### src/rtl/boot_loader.sv
// boot_loader: byte-stream program loader in front of the multicycle RISC-V core.
// Receives a frame  MAGIC, CNT[7:0], CNT[15:8], CNT little-endian words [, checksum]
// over a valid/ready byte stream. It writes each assembled word into the core
// memory through a single-cycle write port. The core is held in reset until a
// complete, valid image has been written.
//
// Optional feature: define BOOT_CHECKSUM_EN to require a trailing XOR checksum byte.
//
// Ports:
//   clk_i        clock
//   rst_i        asynchronous active-high reset
//   rx_valid_i   byte available
//   rx_data_i    byte value
//   rx_ready_o   loader accepts a byte this cycle
//   mem_we_o     memory write strobe, one cycle per word
//   mem_addr_o   word address (ADDR_W bits)
//   mem_wdata_o  word data
//   core_rstn_o  core reset, active-low
//   busy_o       frame in progress
//   err_o        last frame rejected
module boot_loader #(
  parameter int unsigned ADDR_W    = 10,
  parameter int unsigned BASE_ADDR = 0,
  parameter logic [7:0]  MAGIC     = 8'hA5
) (
  input  logic              clk_i,
  input  logic              rst_i,
  input  logic              rx_valid_i,
  input  logic [7:0]        rx_data_i,
  output logic              rx_ready_o,
  output logic              mem_we_o,
  output logic [ADDR_W-1:0] mem_addr_o,
  output logic [31:0]       mem_wdata_o,
  output logic              core_rstn_o,
  output logic              busy_o,
  output logic              err_o
);

  localparam logic [2:0] StIdle  = 3'd0;
  localparam logic [2:0] StLen0  = 3'd1;
  localparam logic [2:0] StLen1  = 3'd2;
  localparam logic [2:0] StData  = 3'd3;
  localparam logic [2:0] StWrite = 3'd4;
  localparam logic [2:0] StChk   = 3'd5;
  localparam logic [2:0] StDone  = 3'd6;
  localparam logic [2:0] StError = 3'd7;

`ifdef BOOT_CHECKSUM_EN
  localparam logic [2:0] StAfterLast = StChk;
`else
  localparam logic [2:0] StAfterLast = StDone;
`endif

  // Largest legal word count: the full memory.
  localparam logic [16:0]       MaxCnt   = 17'(64'd1 << ADDR_W);
  localparam logic [ADDR_W-1:0] BaseAddr = ADDR_W'(BASE_ADDR);

  logic [2:0]        state_q, state_d;
  logic [15:0]       cnt_q, cnt_d;
  logic [15:0]       word_idx_q, word_idx_d;
  logic [1:0]        byte_idx_q, byte_idx_d;
  logic [23:0]       word_q, word_d;      // lower three bytes; the 4th goes straight out
  logic [7:0]        chk_q, chk_d;
  logic [ADDR_W-1:0] addr_q, addr_d;
  logic [31:0]       wdata_q, wdata_d;
  logic              core_rstn_q;

  logic              rdy_st;
  logic              xfer;
  logic [15:0]       cnt_full;

  // Ready is decoded from state only; forced low while reset is held.
  assign rdy_st     = (state_q != StWrite) && (state_q != StDone);
  assign rx_ready_o = rdy_st & ~rst_i;
  assign xfer       = rx_valid_i & rdy_st;
  assign cnt_full   = {rx_data_i, cnt_q[7:0]};

  assign mem_we_o    = (state_q == StWrite);
  assign mem_addr_o  = addr_q;
  assign mem_wdata_o = wdata_q;
  assign core_rstn_o = core_rstn_q;
  assign busy_o      = (state_q == StLen0) || (state_q == StLen1) || (state_q == StData) ||
                       (state_q == StWrite) || (state_q == StChk);
  assign err_o       = (state_q == StError);

  always_comb begin
    state_d    = state_q;
    cnt_d      = cnt_q;
    word_idx_d = word_idx_q;
    byte_idx_d = byte_idx_q;
    word_d     = word_q;
    chk_d      = chk_q;
    addr_d     = addr_q;
    wdata_d    = wdata_q;
    case (state_q)
      StIdle, StError: begin
        if (xfer && rx_data_i == MAGIC) begin
          state_d    = StLen0;
          chk_d      = 8'h00;
          byte_idx_d = 2'd0;
          word_idx_d = 16'd0;
        end
      end
      StLen0: begin
        if (xfer) begin
          cnt_d[7:0] = rx_data_i;
          state_d    = StLen1;
        end
      end
      StLen1: begin
        if (xfer) begin
          cnt_d = cnt_full;
          if ({1'b0, cnt_full} > MaxCnt) begin
            state_d = StError;
          end else if (cnt_full == 16'd0) begin
            state_d = StAfterLast;
          end else begin
            state_d = StData;
          end
        end
      end
      StData: begin
        if (xfer) begin
          chk_d      = chk_q ^ rx_data_i;
          byte_idx_d = byte_idx_q + 2'd1;
          if (byte_idx_q == 2'd3) begin
            addr_d  = BaseAddr + word_idx_q[ADDR_W-1:0];
            wdata_d = {rx_data_i, word_q};
            state_d = StWrite;
          end else begin
            word_d[{byte_idx_q, 3'b000} +: 8] = rx_data_i;
          end
        end
      end
      StWrite: begin
        word_idx_d = word_idx_q + 16'd1;
        state_d    = (word_idx_d == cnt_q) ? StAfterLast : StData;
      end
`ifdef BOOT_CHECKSUM_EN
      StChk: begin
        if (xfer) begin
          state_d = (rx_data_i == chk_q) ? StDone : StError;
        end
      end
`endif
      StDone: ;
      default: state_d = StIdle;
    endcase
  end

  always_ff @(posedge clk_i or posedge rst_i) begin
    if (rst_i) begin
      state_q     <= StIdle;
      cnt_q       <= '0;
      word_idx_q  <= '0;
      byte_idx_q  <= '0;
      word_q      <= '0;
      chk_q       <= '0;
      addr_q      <= '0;
      wdata_q     <= '0;
      core_rstn_q <= 1'b0;
    end else begin
      state_q     <= state_d;
      cnt_q       <= cnt_d;
      word_idx_q  <= word_idx_d;
      byte_idx_q  <= byte_idx_d;
      word_q      <= word_d;
      chk_q       <= chk_d;
      addr_q      <= addr_d;
      wdata_q     <= wdata_d;
      // Sticky once the image is complete; only rst_i clears it.
      core_rstn_q <= core_rstn_q | (state_q == StDone);
    end
  end

endmodule

### config.mk
export PLATFORM = sky130hd
export DESIGN_NAME = boot_loader
export DESIGN_NICKNAME = d
export VERILOG_FILES = /design/src/rtl/boot_loader.sv
export SDC_FILE = /design/constraint.sdc
export NUM_CORES = 1
export LEC_CHECK = 0
export BUFFER_PORTS_ARGS = -buffer_cell sky130_fd_sc_hd__buf_2
export CAP_MARGIN = 25
export CORE_UTILIZATION = 40
export CTS_CLUSTER_DIAMETER = 50
export DETAILED_ROUTE_END_ITERATION = 8
export GPL_TIMING_DRIVEN = 1
export HOLD_SLACK_MARGIN = 0.06
export PLACE_DENSITY = 0.56
export SLEW_MARGIN = 0
export SYNTH_ARGS = -nofsm -noshare
export SYNTH_HDL_FRONTEND = slang
export SYNTH_SLANG_ARGS = --single-unit
export TNS_END_PERCENT = 100
### constraint.sdc
create_clock -name clk_i -period 5.9 [get_ports clk_i]
set_input_delay 0.59 -clock clk_i [delete_from_list [all_inputs] [get_ports clk_i]]
set_output_delay 0.59 -clock clk_i [all_outputs]
set_load 0.05 [all_outputs]
==> Word level (Yosys, flattened, before mapping) <==
Cells that the tools add are included.
{ "word_totals": {"register_bits": 104, "out_inout_bits": 47, "word_cells": 74} }
{ "classes": {"n_addsub": 3, "n_lt_le_gt_ge": 1, "eq_ne": 17, "n_shift": 2, "n_mux": 17, "bitwise_logic": 7, "n_reduce_logical": 18} }
{ "op_table": {"columns": ["op", "n"], "rows": [
  ["case mux 16 bit (2 select lines)", 1],
  ["bitwise mux 24 bit", 1],
  ["2-to-1 mux 3 bit", 8],
  ["variable shift 8 x 7 -> 24 bit, first input constant", 1],
  ["indexed part select 8 x 7 -> 24 bit", 1],
  ["case mux 3 bit (6 select lines)", 1],
  ["adder 16 x 1 -> 16 bit, second input constant", 1],
  ["equality test 16 bit", 1],
  ["greater-than comparator 16 x 11 -> 1 bit, second input constant", 1],
  ["zero test 16 bit", 1],
  ["2-to-1 mux 16 bit", 1],
  ["case mux 8 bit (2 select lines)", 1],
  ["equality test 3 bit, second input constant", 4],
  ["AND reduction 3 bit", 4],
  ["equality test 8 bit, second input constant", 1],
  ["2-to-1 mux 8 bit", 1],
  ["inequality test 2 bit, second input constant", 4],
  ["negation 5 -> 7 bit", 1],
  ["equality test 3 x 2 -> 1 bit, second input constant", 2],
  ["inequality test 3 bit, second input constant", 2],
  ["AND reduction 6 bit", 1],
  ["logical OR 1 bit", 4],
  ["2-to-1 mux 2 bit", 2],
  ["inverter 1 bit", 4],
  ["12 further kinds", 16]
]} }

==> Logic depth before layout (Yosys ltp) <==
{ "depth": {"depth_word": 6, "ltp_mapped": 8, "depth_no_buf": 7} }

==> Worst setup path before layout <==
OpenSTA, ideal clock, no wires.
{ "synth_timing": {"path_kind": "register to register", "from": "register word_idx_q[0]", "to": "register state_q[0]", "setup_time_ps": 129, "arrival_time_ps": 2374, "setup_slack_ps": 3397, "path_stages_with_launch": 8, "path_buffers": 0, "synth_period_minus_slack_ps": 2503, "cell_sequence": "dfrtp_1 -> ha_1 -> and3_1 -> nor3_1 -> a21oi_1 -> a2111o_1 -> or4_4 -> o41a_1"} }
{ "synth_between": {"elab_chain_cells": 4} }
{ "synth_lines": {"columns": ["element", "line_no", "source"], "rows": [
  ["start: declaration", "60", "logic [15:0] word_idx_q, word_idx_d;"],
  ["start signal: assignment", "165", "word_idx_q <= word_idx_d;"],
  ["adder 16 x 1 -> 16 bit", "136", "word_idx_d = word_idx_q + 16'd1;"],
  ["equality test 16 bit", "137", "state_d = (word_idx_d == cnt_q) ? StAfterLast : StData;"],
  ["2-to-1 mux 3 bit", "137", null],
  ["case mux 3 bit (6 select lines)", "95", "case (state_q)"],
  ["end signal: assignment", "153", "state_q <= StIdle;"],
  ["end signal: assignment", "163", "state_q <= state_d;"],
  ["end: declaration", "58", "logic [2:0] state_q, state_d;"]
]} }
No other way between the ends.
A chain may end at the register's enable or synchronous reset.

==> Worst setup path in the final report <==
{ "layout_timing": {"from": "register state_q[2]", "to": "output port mem_we_o"} }
{ "layout_between": {"elab_chain_cells": 1} }
{ "layout_lines": {"columns": ["element", "line_no", "source"], "rows": [
  ["equality test 3 bit", "78", "assign mem_we_o = (state_q == StWrite);"],
  ["end: declaration", "31", "output logic mem_we_o,"]
]} }
No other way between the ends.

==> flow_summary.json <==
{
  "pwr_density_cell_nw_per_um2": 235.6,
  "numCtsBuffers": 9,
  "crit_path_max_incr_delay_ps": 570,
  "start_util": 0.4187,
  "path_delay_family": "buffers and inverters",
  "grt_overflow": 0,
  "synth_area_leader_cell": "dfrtp_1",
  "top_level_ports": 58,
  "vias": 3550,
  "die_x_microns": 112.5,
  "switching_share": 0.2217,
  "cts_buffer_depth": 2,
  "max_cap_violations": 0,
  "cp-startpoint": "state_q[2]$_DFFE_PP0P_",
  "cp_slowest_cell": "dfrtp_1",
  "p_leak_nw": 2.750,
  "critPathLaunchType": "flip-flop",
  "wl_per_cell_microns": 16.32,
  "ctsRootBufferMaster": "clkbuf_16",
  "via_per_inst": 5.387,
  "maxSlewViolCount": 0,
  "min_period_ps": 2871,
  "n_antenna_cell": 0,
  "period_share": 0.4867,
  "power.internal_mw": 1.030,
  "syn_area_sq_um": 4883,
  "dp_hpwl_microns": 7225,
  "synth_fp_nets": 474,
  "synth_edf_count": 0,
  "synth_top_area_frac": 0.5329,
  "drc": 0,
  "clk_pin_slew_worst_paths_ps": 70,
  "netlist_top_cells_area": "dfrtp_1 (53%), mux2_2 (13%), nand2_1 (6.1%)",
  "cp_num_buf_inv": 3,
  "hp-class": "in -> async",
  "cts_resized": 0,
  "critPathRequiredTime_ps": 5310,
  "switchingPower_mw": 0.2933,
  "synth_ff_type": "dfrtp_1",
  "hold_violations": 0,
  "synthArstFlopShare": 1.000,
  "cts_sinks": 104,
  "yosysWarnings": 0,
  "holdWs_ps": 262.3,
  "setup_viol": 0,
  "syn_inst": 457,
  "slew_headroom": 0.3649,
  "synth-seq-area-share": 0.5329,
  "die_area_sq_um": 12650,
  "worst_ir_drop_vdd_uv": 112.4,
  "power_frac_clock": 0.438,
  "grt_setup_unrepaired": "false",
  "r2r-start": "word_idx_q[0]$_DFFE_PP0P_",
  "tightest_slew_ps": 950.5,
  "cp-end-kind": "output port",
  "setup_tns_ps": 0,
  "drt_pass1_iterations": 4,
  "path_max_fanout": 21,
  "antenna_found_initial": 0,
  "grt_max_degree": 70,
  "grt_use_total": 0.1840,
  "nets": 528,
  "ys_seq_elements": 104,
  "criticalPathCategory": "reg -> out",
  "fmax_mhz": 348.3,
  "portBuffers": 57,
  "synthMostInstantiatedCell": "dfrtp_1",
  "synth.distinct_cells": 52,
  "drt-total-wl_microns": 10750,
  "cts_tree": "built",
  "path_cells": "nor2b_1, nand2b_1, buf_4, inv_1, buf_2",
  "power_frac_comb": 0.024,
  "num_rows": 39,
  "htreeDepth": 3,
  "grt_pass1_wl_microns": 18080,
  "fillers": 1081,
  "critPathArrivalTime_ps": 2280,
  "post_cts_buffers": 0,
  "worst_clock_skew_ps": 7.603,
  "final_layout_size_suffix_gt1_frac": 0.2849,
  "outcome": "finished clean",
  "drt_iter0_drc": 192,
  "grt_pass1_vias": 3462,
  "area_growth_pct": 14.99,
  "core-area_sq_um": 11660,
  "gp_congestion": 0.8075,
  "clkLatencyLatePin_ps": 340,
  "syn_avg_cell_area_sq_um": 10.69,
  "p_seq_frac": 0.538,
  "antenna_left": 0,
  "die_y_microns": 112.5,
  "ctsHoldBuffers": 0,
  "synth_common_cells": "dfrtp_1 (104), nand2_1 (79), mux2_2 (56)"
}
## routing by layer
layer  track usage  routed length (microns)  vias up
li1              -                        -     1721
met1        0.2600                     5377     1752
met2        0.2874                     4932       63
met3       0.02322                      255       14
met4       0.07556                      187        0
met5             0                        0        -
## state kept, by name, summed over array words and instances, names as in the netlist
name	flops
state_q	3
cnt_q	16
mem_wdata_o	32
mem_addr_o	10
core_rstn_o	1
word_q	24
byte_idx_q	2
word_idx_q	16
## metrics by stage
step           area (sq um)  total power, mW  setup slack (ps)  std cells  utilization
6_report               5615            1.323              3029        659       0.4815
5_1_grt                5615            1.372              2842        659       0.4815
4_1_cts                5598            1.342              2996        656       0.4800
3_5_place_dp           5305           0.7586              3215        640       0.4549
3_3_place_gp           5285           0.7583              3294        639       0.4532
2_1_floorplan          4883           0.7406              2578        457            -
## power by group through the flow
stage	clock network (mW)	registers (mW)	logic, mW
floorplan	0	0.726	0.0142
global placement	0	0.726	0.0321
detailed placement	0	0.726	0.0323
CTS	0.597	0.712	0.0324
global route	0.624	0.712	0.0353
finish	0.579	0.712	0.0312
## area by class of cell
| cell class | instances | area [sq um] | share of cell area |
|---|---|---|---|
| sequential | 104 | 2603 | 0.4635 |
| multi-input combinational | 324 | 2167 | 0.3859 |
| timing repair buffer | 63 | 337.8 | 0.06016 |
| clock buffer | 11 | 252.7 | 0.04501 |
| tap | 143 | 178.9 | 0.03186 |
| clock inverter | 5 | 40.04 | 0.007130 |
| inverter | 9 | 36.28 | 0.006462 |
## cells by family after synthesis
family / synth area share
xor+xnor: 0.04125
compound gates: 0.1051
fa+ha+maj: 0.01537
mux: 0.1332
buf+inv: 0.02383
simple gates: 0.1484
flops: 0.5329
## cells in the final DEF, fill, tap and decap left out, drive strengths merged, types with 5 or more instances in the layout
master	netlist	final
ha	6	6
xnor2	13	13
mux2	56	56
buf	4	61
a21oi	10	10
dfrtp	104	104
clkbuf	16	13
nand3	9	9
nor4	6	6
o31ai	5	5
nor2	23	23
o21ai	50	50
xor2	10	10
nand2	79	79
inv	9	10
nor3	8	8
## worst reg2reg max path: cells and delay by family (launching register included)
family                   cells  cell delay [ps]
AO/OA/AOI/OAI                1              310
XOR/XNOR                     1              180
adder cells (fa/ha/maj)      1              310
flip-flops                   1              490
AND/OR/NAND/NOR              4             1300
## path summary, 6_finish.rpt
check	cells after the start	to	slack [ps]
worst max-delay path	5	mem_we_o	3030
worst min-delay path	2	mem_wdata_o[28]$_DFFE_PP0P_	260
worst max register to register	7	state_q[0]$_DFFE_PP0P_	3190
worst min register to register	1	core_rstn_o$_DFF_PP0_	470
max in group asynchronous	3	word_idx_q[3]$_DFFE_PP0P_	4400
min in group clk_i	1	core_rstn_o$_DFF_PP0_	470
Power figures use the tool's default switching activity.
